$ cat src/rtl/i2c_pkg.sv
// Shared types and constants for the keypad I2C initiator.
// Holds the FSM state set, bit-phase encodings and the read-direction bit.
package i2c_pkg;

    typedef enum logic [3:0] {
        ST_IDLE,
        ST_START,
        ST_ADDR,
        ST_ADRACK,
        ST_RD0,
        ST_MACK,
        ST_RD1,
        ST_MNACK,
        ST_STOP,
        ST_GAP
    } state_t;

    localparam logic [1:0] PH_Q0 = 2'd0;
    localparam logic [1:0] PH_Q1 = 2'd1;
    localparam logic [1:0] PH_Q2 = 2'd2;
    localparam logic [1:0] PH_Q3 = 2'd3;

    localparam logic RW_READ   = 1'b1;
    localparam int   BIT_CNT_W = 3;

endpackage

$ cat src/rtl/i2c_tick_gen.sv
// Quarter-bit tick generator: divider latched on load, phase counter Q0..Q3,
// and a freeze at the end of Q3 while a slave stretches SCL.
module i2c_tick_gen
    import i2c_pkg::*;
#(
    parameter int DIV_W = 16
) (
    input  logic             clk,
    input  logic             rst,
    input  logic             run,
    input  logic             load,
    input  logic [DIV_W-1:0] div,
    input  logic             stretch,
    output logic             tick,
    output logic [1:0]       phase
);

    logic [DIV_W-1:0] div_q, div_d;
    logic [DIV_W-1:0] cnt_q, cnt_d;
    logic [1:0]       phase_q, phase_d;

    // Stretch is only judged at the final count of Q3 so the synchronizer
    // latency after releasing SCL never reads as a held line.
    assign tick  = run && (cnt_q == div_q) && !((phase_q == PH_Q3) && stretch);
    assign phase = phase_q;

    always_comb begin
        div_d   = div_q;
        cnt_d   = cnt_q;
        phase_d = phase_q;
        if (load) begin
            div_d   = (div == '0) ? DIV_W'(1) : div;
            cnt_d   = '0;
            phase_d = PH_Q0;
        end else if (!run) begin
            cnt_d   = '0;
            phase_d = PH_Q0;
        end else if (tick) begin
            cnt_d   = '0;
            phase_d = phase_q + 2'd1;
        end else if (cnt_q != div_q) begin
            cnt_d = cnt_q + DIV_W'(1);
        end
    end

    always_ff @(posedge clk or posedge rst) begin
        if (rst) begin
            div_q   <= '0;
            cnt_q   <= '0;
            phase_q <= PH_Q0;
        end else begin
            div_q   <= div_d;
            cnt_q   <= cnt_d;
            phase_q <= phase_d;
        end
    end

endmodule

$ cat src/rtl/i2c_keypad_master.sv
// I2C initiator that repeatedly reads a 2-byte keypad word from one slave
// while enabled, driving open-drain SCL/SDA pull-down enables.
module i2c_keypad_master
    import i2c_pkg::*;
#(
    parameter int         pI2CDivClk = 16,
    parameter logic [6:0] pSlaveAdrs = 7'h20
) (
    input  logic                  iSysClk,
    input  logic                  iSysRst,
    input  logic                  iI2CEn,
    input  logic [pI2CDivClk-1:0] iI2CDiv,
    input  logic                  iScl,
    input  logic                  iSda,
    output logic                  oSclOe,
    output logic                  oSdaOe,
    output logic [15:0]           oI2CGetKeyPad,
    output logic                  oI2CKeyVd,
    output logic                  oI2CBusy,
    output logic                  oI2CNack
);

    state_t                 state_q, state_d;
    logic [BIT_CNT_W-1:0]   bitcnt_q, bitcnt_d;
    logic [7:0]             shift_q, shift_d;
    logic [7:0]             byte0_q, byte0_d;
    logic [7:0]             byte1_q, byte1_d;
    logic [15:0]            key_q, key_d;
    logic                   vd_q, vd_d;
    logic                   busy_q, busy_d;
    logic                   nack_q, nack_d;
    logic                   ack_ok_q, ack_ok_d;
    logic                   scl_oe_q, scl_oe_d;
    logic                   sda_oe_q, sda_oe_d;
    logic                   scl_meta_q, scl_meta_d, scl_sync_q, scl_sync_d;
    logic                   sda_meta_q, sda_meta_d, sda_sync_q, sda_sync_d;

    logic       tick;
    logic [1:0] phase;
    logic       load;
    logic       bit_end;
    logic       scl_low_phase;

    i2c_tick_gen #(.DIV_W(pI2CDivClk)) u_tick (
        .clk     (iSysClk),
        .rst     (iSysRst),
        .run     (state_q != ST_IDLE),
        .load    (load),
        .div     (iI2CDiv),
        .stretch (!scl_oe_q && !scl_sync_q),
        .tick    (tick),
        .phase   (phase)
    );

    assign bit_end       = tick && (phase == PH_Q3);
    assign scl_low_phase = (phase == PH_Q0) || (phase == PH_Q1);

    always_comb begin
        scl_meta_d = iScl;
        scl_sync_d = scl_meta_q;
        sda_meta_d = iSda;
        sda_sync_d = sda_meta_q;

        state_d  = state_q;
        bitcnt_d = bitcnt_q;
        shift_d  = shift_q;
        byte0_d  = byte0_q;
        byte1_d  = byte1_q;
        key_d    = key_q;
        vd_d     = 1'b0;
        nack_d   = nack_q;
        ack_ok_d = ack_ok_q;
        load     = 1'b0;
        scl_oe_d = 1'b0;
        sda_oe_d = 1'b0;

        case (state_q)
            ST_IDLE: begin
                if (iI2CEn) begin
                    state_d = ST_START;
                    load    = 1'b1;
                end
            end
            ST_START: begin
                scl_oe_d = (phase == PH_Q3);
                sda_oe_d = (phase == PH_Q2) || (phase == PH_Q3);
                if (bit_end) begin
                    state_d  = ST_ADDR;
                    shift_d  = {pSlaveAdrs, RW_READ};
                    bitcnt_d = '0;
                    ack_ok_d = 1'b0;
                end
            end
            ST_ADDR: begin
                scl_oe_d = scl_low_phase;
                sda_oe_d = ~shift_q[7];
                if (bit_end) begin
                    shift_d  = {shift_q[6:0], 1'b0};
                    bitcnt_d = bitcnt_q + BIT_CNT_W'(1);
                    if (bitcnt_q == '1) state_d = ST_ADRACK;
                end
            end
            ST_ADRACK: begin
                scl_oe_d = scl_low_phase;
                if (bit_end) begin
                    bitcnt_d = '0;
                    if (sda_sync_q) begin
                        nack_d  = 1'b1;
                        state_d = ST_STOP;
                    end else begin
                        ack_ok_d = 1'b1;
                        state_d  = ST_RD0;
                    end
                end
            end
            ST_RD0, ST_RD1: begin
                scl_oe_d = scl_low_phase;
                if (bit_end) begin
                    shift_d  = {shift_q[6:0], sda_sync_q};
                    bitcnt_d = bitcnt_q + BIT_CNT_W'(1);
                    if (bitcnt_q == '1) begin
                        if (state_q == ST_RD0) begin
                            byte0_d = {shift_q[6:0], sda_sync_q};
                            state_d = ST_MACK;
                        end else begin
                            byte1_d = {shift_q[6:0], sda_sync_q};
                            state_d = ST_MNACK;
                        end
                    end
                end
            end
            ST_MACK: begin
                scl_oe_d = scl_low_phase;
                sda_oe_d = 1'b1;
                if (bit_end) begin
                    bitcnt_d = '0;
                    state_d  = ST_RD1;
                end
            end
            ST_MNACK: begin
                scl_oe_d = scl_low_phase;
                if (bit_end) state_d = ST_STOP;
            end
            ST_STOP: begin
                // SCL rises at Q1 with SDA low; SDA rising at Q2 forms the stop.
                scl_oe_d = (phase == PH_Q0);
                sda_oe_d = scl_low_phase;
                if (bit_end) begin
                    state_d = ST_GAP;
                    if (ack_ok_q) begin
                        key_d  = {byte0_q, byte1_q};
                        vd_d   = 1'b1;
                        nack_d = 1'b0;
                    end
                end
            end
            ST_GAP: begin
                if (bit_end) begin
                    if (iI2CEn) begin
                        state_d = ST_START;
                        load    = 1'b1;
                    end else begin
                        state_d = ST_IDLE;
                    end
                end
            end
            default: state_d = ST_IDLE;
        endcase

        busy_d = (state_d != ST_IDLE) && (state_d != ST_GAP);
    end

    always_ff @(posedge iSysClk or posedge iSysRst) begin
        if (iSysRst) begin
            state_q    <= ST_IDLE;
            bitcnt_q   <= '0;
            shift_q    <= '0;
            byte0_q    <= '0;
            byte1_q    <= '0;
            key_q      <= '0;
            vd_q       <= 1'b0;
            busy_q     <= 1'b0;
            nack_q     <= 1'b0;
            ack_ok_q   <= 1'b0;
            scl_oe_q   <= 1'b0;
            sda_oe_q   <= 1'b0;
            scl_meta_q <= 1'b1;
            scl_sync_q <= 1'b1;
            sda_meta_q <= 1'b1;
            sda_sync_q <= 1'b1;
        end else begin
            state_q    <= state_d;
            bitcnt_q   <= bitcnt_d;
            shift_q    <= shift_d;
            byte0_q    <= byte0_d;
            byte1_q    <= byte1_d;
            key_q      <= key_d;
            vd_q       <= vd_d;
            busy_q     <= busy_d;
            nack_q     <= nack_d;
            ack_ok_q   <= ack_ok_d;
            scl_oe_q   <= scl_oe_d;
            sda_oe_q   <= sda_oe_d;
            scl_meta_q <= scl_meta_d;
            scl_sync_q <= scl_sync_d;
            sda_meta_q <= sda_meta_d;
            sda_sync_q <= sda_sync_d;
        end
    end

    assign oSclOe        = scl_oe_q;
    assign oSdaOe        = sda_oe_q;
    assign oI2CGetKeyPad = key_q;
    assign oI2CKeyVd     = vd_q;
    assign oI2CBusy      = busy_q;
    assign oI2CNack      = nack_q;

endmodule

$ cat config.mk
export PLATFORM = sky130hd
export DESIGN_NAME = i2c_keypad_master
export DESIGN_NICKNAME = d
export VERILOG_FILES = /design/src/rtl/i2c_pkg.sv /design/src/rtl/i2c_tick_gen.sv /design/src/rtl/i2c_keypad_master.sv
export SDC_FILE = /design/constraint.sdc
export NUM_CORES = 1
export LEC_CHECK = 0
export CELL_PAD_IN_SITES_DETAIL_PLACEMENT = 1
export CELL_PAD_IN_SITES_GLOBAL_PLACEMENT = 1
export CORE_MARGIN = 4
export CORE_UTILIZATION = 40
export CTS_CLUSTER_DIAMETER = 200
export CTS_CLUSTER_SIZE = 25
export DETAILED_ROUTE_END_ITERATION = 7
export PLACE_DENSITY_LB_ADDON = 0.1
export SLEW_MARGIN = 0
export SYNTH_ARGS = -nofsm -noshare
export SYNTH_HDL_FRONTEND = slang
export SYNTH_SLANG_ARGS = --single-unit
$ cat constraint.sdc
create_clock -name iSysClk -period 2.9 [get_ports iSysClk]
set_input_delay 0.435 -clock iSysClk [delete_from_list [all_inputs] [get_ports iSysClk]]
set_output_delay 0.435 -clock iSysClk [all_outputs]
set_load 0.1 [all_outputs]
# [Word level (Yosys, flattened, before mapping)]
# Cells that the tools add are included.
# W data, S select, Z words.
[word_totals] reg_bits=91 in_bits=21 output_inout_bits=21 elab_cells=130
[op_classes] n_addsub=3 n_eq_ne=28 n_mux=47 n_bitwise=2 reduce_logical=31
[ops] cell="$mux W16" n=5
[ops] cell="$mux W4" n=12
[ops] cell="$pmux W4 S9" n=1
[ops] cell="$mux W8" n=3
[ops] cell="$pmux W8 S3" n=1
[ops] cell="$add A16 B1 Y16 const B" n=1
[ops] cell="$eq A16 B16 Y1" n=1
[ops] cell="$eq A4 B3 Y1 const B" n=4
[ops] cell="$logic_not A16 Y1" n=1
[ops] cell="$ne A16 B16 Y1" n=1
[ops] cell="$ne A2 B2 Y1 const B" n=8
[ops] cell="$reduce_and A4 Y1" n=4
[ops] cell="$mux W1" n=13
[ops] cell="$eq A4 B2 Y1 const B" n=2
[ops] cell="$eq A4 B4 Y1 const B" n=2
[ops] cell="$mux W2" n=4
[ops] cell="$ne A4 B4 Y1 const B" n=2
[ops] cell="$reduce_bool A4 Y1" n=2
[ops] cell="$logic_and A1 B1 Y1" n=6
[ops] cell="$mux W3" n=2
[ops] cell="$pmux W1 S2" n=3
[ops] cell="$pmux W3 S2" n=1
[ops] cell="$reduce_and A3 Y1" n=2
[ops] cell="$reduce_bool A2 Y1" n=3
[ops] cell="20 further kinds" n=27

# [Longest topological paths before layout]
[logic_depth] ltp_word=10 depth_mapped=10 depth_no_buf=6

# [By module]
# Synthesis repeated with hierarchy kept, for this count alone.
[hier_totals] cells_unflattened=397 hier_area_um2=4484.3
[by_module_without_submodules] mod="i2c_keypad_master" n_inst=1 cells_each=209 area_each_um2=2601.2 seq_area_each_um2=1431.4
[by_module_without_submodules] mod="i2c_tick_gen" n_inst=1 cells_each=188 area_each_um2=1883.1 seq_area_each_um2=850.8

# [Worst setup path after synthesis]
# Ideal clock, no wire load.
[synth_timing] kind="reg2reg" startpoint="register scl_oe_q (netlist: oSclOe)" endpoint="register u_tick.div_q[0]" setup_ps=125 t_arrival_ps=2274 required_ps=2775 slack_ps=501 stages_incl_launch_ff=8 path_buffers=2 period_less_slack_ps=2399 cell_sequence="dfrtp_1 -> nor2_1 -> and2b_2 -> nand3_2 -> buf_6 -> o22ai_4 -> buf_6 -> mux2_4"
[synth_between] elab_chain_cells=8
[synth_lines] item="start: declaration" line="i2c_keypad_master.sv:33" rtl="logic scl_oe_q, scl_oe_d;"
[synth_lines] item="start signal: assignment" line="i2c_keypad_master.sv:202" rtl="scl_oe_q <= scl_oe_d;"
[synth_lines] item="$logic_not A1 Y1" line="i2c_keypad_master.sv:50" rtl=".stretch (!scl_oe_q && !scl_sync_q),"
[synth_lines] item="$logic_and A1 B1 Y1" line="i2c_keypad_master.sv:50"
[synth_lines] item="$logic_and A1 B1 Y1" line="i2c_tick_gen.sv:24" rtl="assign tick = run && (cnt_q == div_q) && !((phase_q == PH_Q3) && stretch);"
[synth_lines] item="$logic_not A1 Y1" line="i2c_tick_gen.sv:24"
[synth_lines] item="$logic_and A1 B1 Y1" line="i2c_tick_gen.sv:24"
[synth_lines] item="$logic_and A1 B1 Y1" line="i2c_keypad_master.sv:55" rtl="assign bit_end = tick && (phase == PH_Q3);"
[synth_lines] item="$mux W1" line="i2c_keypad_master.sv:158" rtl="if (bit_end) begin"
[synth_lines] item="$pmux W1 S2" line="i2c_keypad_master.sv:77" rtl="case (state_q)"
[synth_lines] item="end signal: assignment" line="i2c_tick_gen.sv:52" rtl="div_q <= div_d;"
[synth_lines] item="end: declaration" line="i2c_tick_gen.sv:18" rtl="logic [DIV_W-1:0] div_q, div_d;"
# Every way passes these cells.
# A chain may end at the register's enable or synchronous reset.

# [Final worst setup path]
[layout_timing] startpoint="register u_tick.cnt_q[11]" endpoint="register byte1_q[7]"
[layout_between] elab_chain_cells=5
[layout_lines] item="start: declaration" line="i2c_tick_gen.sv:19" rtl="logic [DIV_W-1:0] cnt_q, cnt_d;"
[layout_lines] item="start signal: assignment" line="i2c_tick_gen.sv:53" rtl="cnt_q <= cnt_d;"
[layout_lines] item="$eq A16 B16 Y1" line="i2c_tick_gen.sv:24"
[layout_lines] item="$logic_and A1 B1 Y1 (2 in series)" line="i2c_tick_gen.sv:24"
[layout_lines] item="$logic_and A1 B1 Y1" line="i2c_keypad_master.sv:55"
[layout_lines] item="$reduce_and A4 Y1 (no source line)"
[layout_lines] item="end signal: assignment" line="i2c_keypad_master.sv:196" rtl="byte1_q <= byte1_d;"
[layout_lines] item="end: declaration" line="i2c_keypad_master.sv:27" rtl="logic [7:0] byte1_q, byte1_d;"
# Every way passes these cells.

==> metrics.yaml <==
floorplanning:
  initial_core_util_pct: 41.3
  fp.dieArea_mm2: 0.0125
  fp-row-count: 37
  die_h_um: 112
  coreArea_mm2: 0.0104
  io_pins: 42
  die_w_um: 112
finish:
  layout-drive-gt1-share_pct: 28.7
  areaGrowthSynthToFinish_pct: 18.3
  nets: 434
  stdcell_area_mm2: 0.00509
  fillers: 1099
  antenna_cells: 0
routing:
  drt-pass1-iter-count: 4
  postRouteAntennaNets: 0
  avgViaCountPerCell: 5.36
  drc: 0
  post_drt_wl_per_cell_um: 18.4
  dr_total_vias: 2931
  finalWirelength_um: 10100
  drt-initial-drc-count: 128
clock_network:
  htree_levels: 3
  cts_tree: "done"
  post_cts_buffers: 0
  clockBufferDepth: 2
  path_clk_slew_ns: 0.10
  clock_latency_ns: 0.37
  cts_root_buf: "clkbuf_8"
  cts_hold_buf: 0
  cts_buffers: 9
  clkSinkCount: 91
  cts_resized: 0
timing:
  slew_headroom_pct: 62.0
  setup_viol: 0
  skew_ns: 0.0107
  rsz0062_at_grt: "false"
  fin_setup_tns_ns: 0
  slew_violations: 0
  min_period_over_period_pct: 87.5
  post-route-min-period_ns: 2.54
  fmax_ghz: 0.394
  hold_viol: 0
  tightest_slew_ns: 0.566
synthesis:
  synth_flop_cell: "dfrtp_1"
  synth_largest_area_cell: "dfrtp_1"
  synth.avg_cell_area_um2: 12.0
  synth_cell_types: 51
  ys_seq_elements: 91
  synth_async_sr_flop_share_pct: 100
  synthesis.instances: 357
  yosysWarnings: 0
  synth-edff-count: 0
  synth_nets: 385
  synth_area_leaders: "dfrtp_1 51%, mux2_2 10%, mux2_4 3.8%, xor2_1 3.3%, xnor2_1 2.9%"
  synthDominantCellAreaShare_pct: 50.6
  syn-cell-area_mm2: 0.00430
  synth.top_cells.by_count: "87 x dfrtp_1, 38 x mux2_2, 23 x nor2_1"
  yosysSeqAreaShare_pct: 53.1
  synth_most_common_cell: "dfrtp_1"
placed_design:
  hpwl_um: 7260
  io_buffers: 41
  place_congestion: 0.835
  post_dp_cell_area_mm2: 0.00485
worst_setup_path:
  r2r_setup_slack_ns: 0.36
  worstReg2RegEnd: "byte1_q[7]"
  critPathMaxFanout: 8
  worstSetupStartpointType: "flip-flop"
  reg2reg_depth: 6
  cp-end-kind: "flip-flop"
  worst-setup-path-type: "reg2reg"
  cp.required_ns: 3.15
  timing.rr.start: "u_tick.cnt_q[11]"
  crit_arrival_ns: 2.79
global_routing:
  grt_pass1_vias: 3108
  antenna_found_initial: 0
  gr-total-overflow: 0
  grt_pass1_wl_um: 16900
  globalRouteTotalUtil_pct: 17.0
  grt_max_degree: 47
pwr:
  combPwrFrac_pct: 15.3
  switching_power_mw: 0.833
  clkPwrFrac_pct: 33.9
  ir_worst_vdd_uv: 295
  internal-power_mw: 2.17
  p_per_area_mw_per_mm2: 590
  total_power_mw: 3.00
  p_sw_share_pct: 27.8
  leakagePower_nw: 2.39
  p_seq_share_pct: 50.8
status:
  status: "finished, final reports clean"
min_path:
  hp-class: "reg2reg"
  whs_endpoint: "scl_sync_q"
  hold_start: "scl_meta_q"
  hold_depth: 0
run:
  cap_violations: 0
[sequential cells by signal (all words and copies together) (netlist names)]
register,flops
bitcnt_q,3
scl_sync_q,1
u_tick.cnt_q,16
u_tick.div_q,16
oSdaOe,1
oSclOe,1
oI2CGetKeyPad,16
oI2CBusy,1
scl_meta_q,1
oI2CNack,1
shift_q,8
state_q,4
oI2CKeyVd,1
ack_ok_q,1
u_tick.phase,2
sda_meta_q,1
byte1_q,8
byte0_q,8
sda_sync_q,1
[cell usage in the layout, fill, tap and decap left out, drive strengths merged, types with 11 or more instances in the layout]
cell type / count
xnor2: 14
xor2: 16
dfrtp: 87
nand3: 14
buf: 35
inv: 11
nand2: 17
mux2: 49
o21ai: 11
clkdlybuf4s50: 20
a21oi: 19
nor2: 24
[logic make-up (layout without fill, tap and decap cells)]
group	Yosys count	in the layout	share of synthesized area, %
AO/OA/AOI/OAI	51	51	7.88
adder cells (fa/ha/maj)	7	7	2.04
XOR/XNOR	30	30	6.11
multiplexers	51	51	14.3
buffers and inverters	25	79	3.23
AND/OR/NAND/NOR	102	102	13.4
flip-flops	91	91	53.1
[worst max path at each step]
stage | from | end | slack, ns | cells past startpoint
final | u_tick.cnt_q[11] | byte1_q[7] | 0.36 | 6
after global routing | u_tick.cnt_q[11] | byte1_q[7] | 0.25 | 6
after CTS | u_tick.cnt_q[11] | byte1_q[4] | 0.33 | 6
after detailed placement | u_tick.cnt_q[11] | byte1_q[4] | 0.34 | 6
after global placement | u_tick.cnt_q[11] | byte1_q[4] | 0.39 | 6
after floorplan | iSysRst | ack_ok_q | 0.11 | 1
[critical path, stage by stage (launching register included)]
cell and delay [ns]:
dfrtp_1 0.46, xor2_1 0.19, nor4_1 0.35, and3_2 0.35
nand3_2 0.15, or3_1 0.57, mux2_2 0.34
[stage by stage]
step,utilization (%),hold slack (ns),setup WS (ns),instances
floorplan,-,0.345,0.108,357
global placement,46.6,0.345,0.389,531
detailed placement,46.6,0.348,0.340,531
CTS,48.9,0.363,0.332,547
global route,48.9,0.366,0.247,547
finish,48.9,0.362,0.362,547
[power groups by stage]
stage	clock network, mW	logic [mW]	registers, mW
after floorplan	0	0.329	1.51
after global placement	0	0.451	1.55
after detailed placement	0	0.462	1.55
after CTS	1.05	0.465	1.53
after global routing	1.13	0.510	1.54
final	1.02	0.459	1.52
[metal layers]
metal,GRT usage (%),wire [um],vias up
met5,0,0,-
met4,5.68,167,0
met3,3.15,278,13
met2,28.3,5130,39
met1,22.4,4480,1513
li1,-,-,1366
[final cells by class]
class	instances	area, um^2	area share, %
clock buffers	10	138	2.70
clock inverters	6	100	1.97
repair buffers	55	488	9.59
well taps	136	170	3.34
inverters	8	31.3	0.615
multi-input cells	241	1880	36.9
flip-flops and latches	91	2280	44.8
Power figures use the tool's default switching activity.
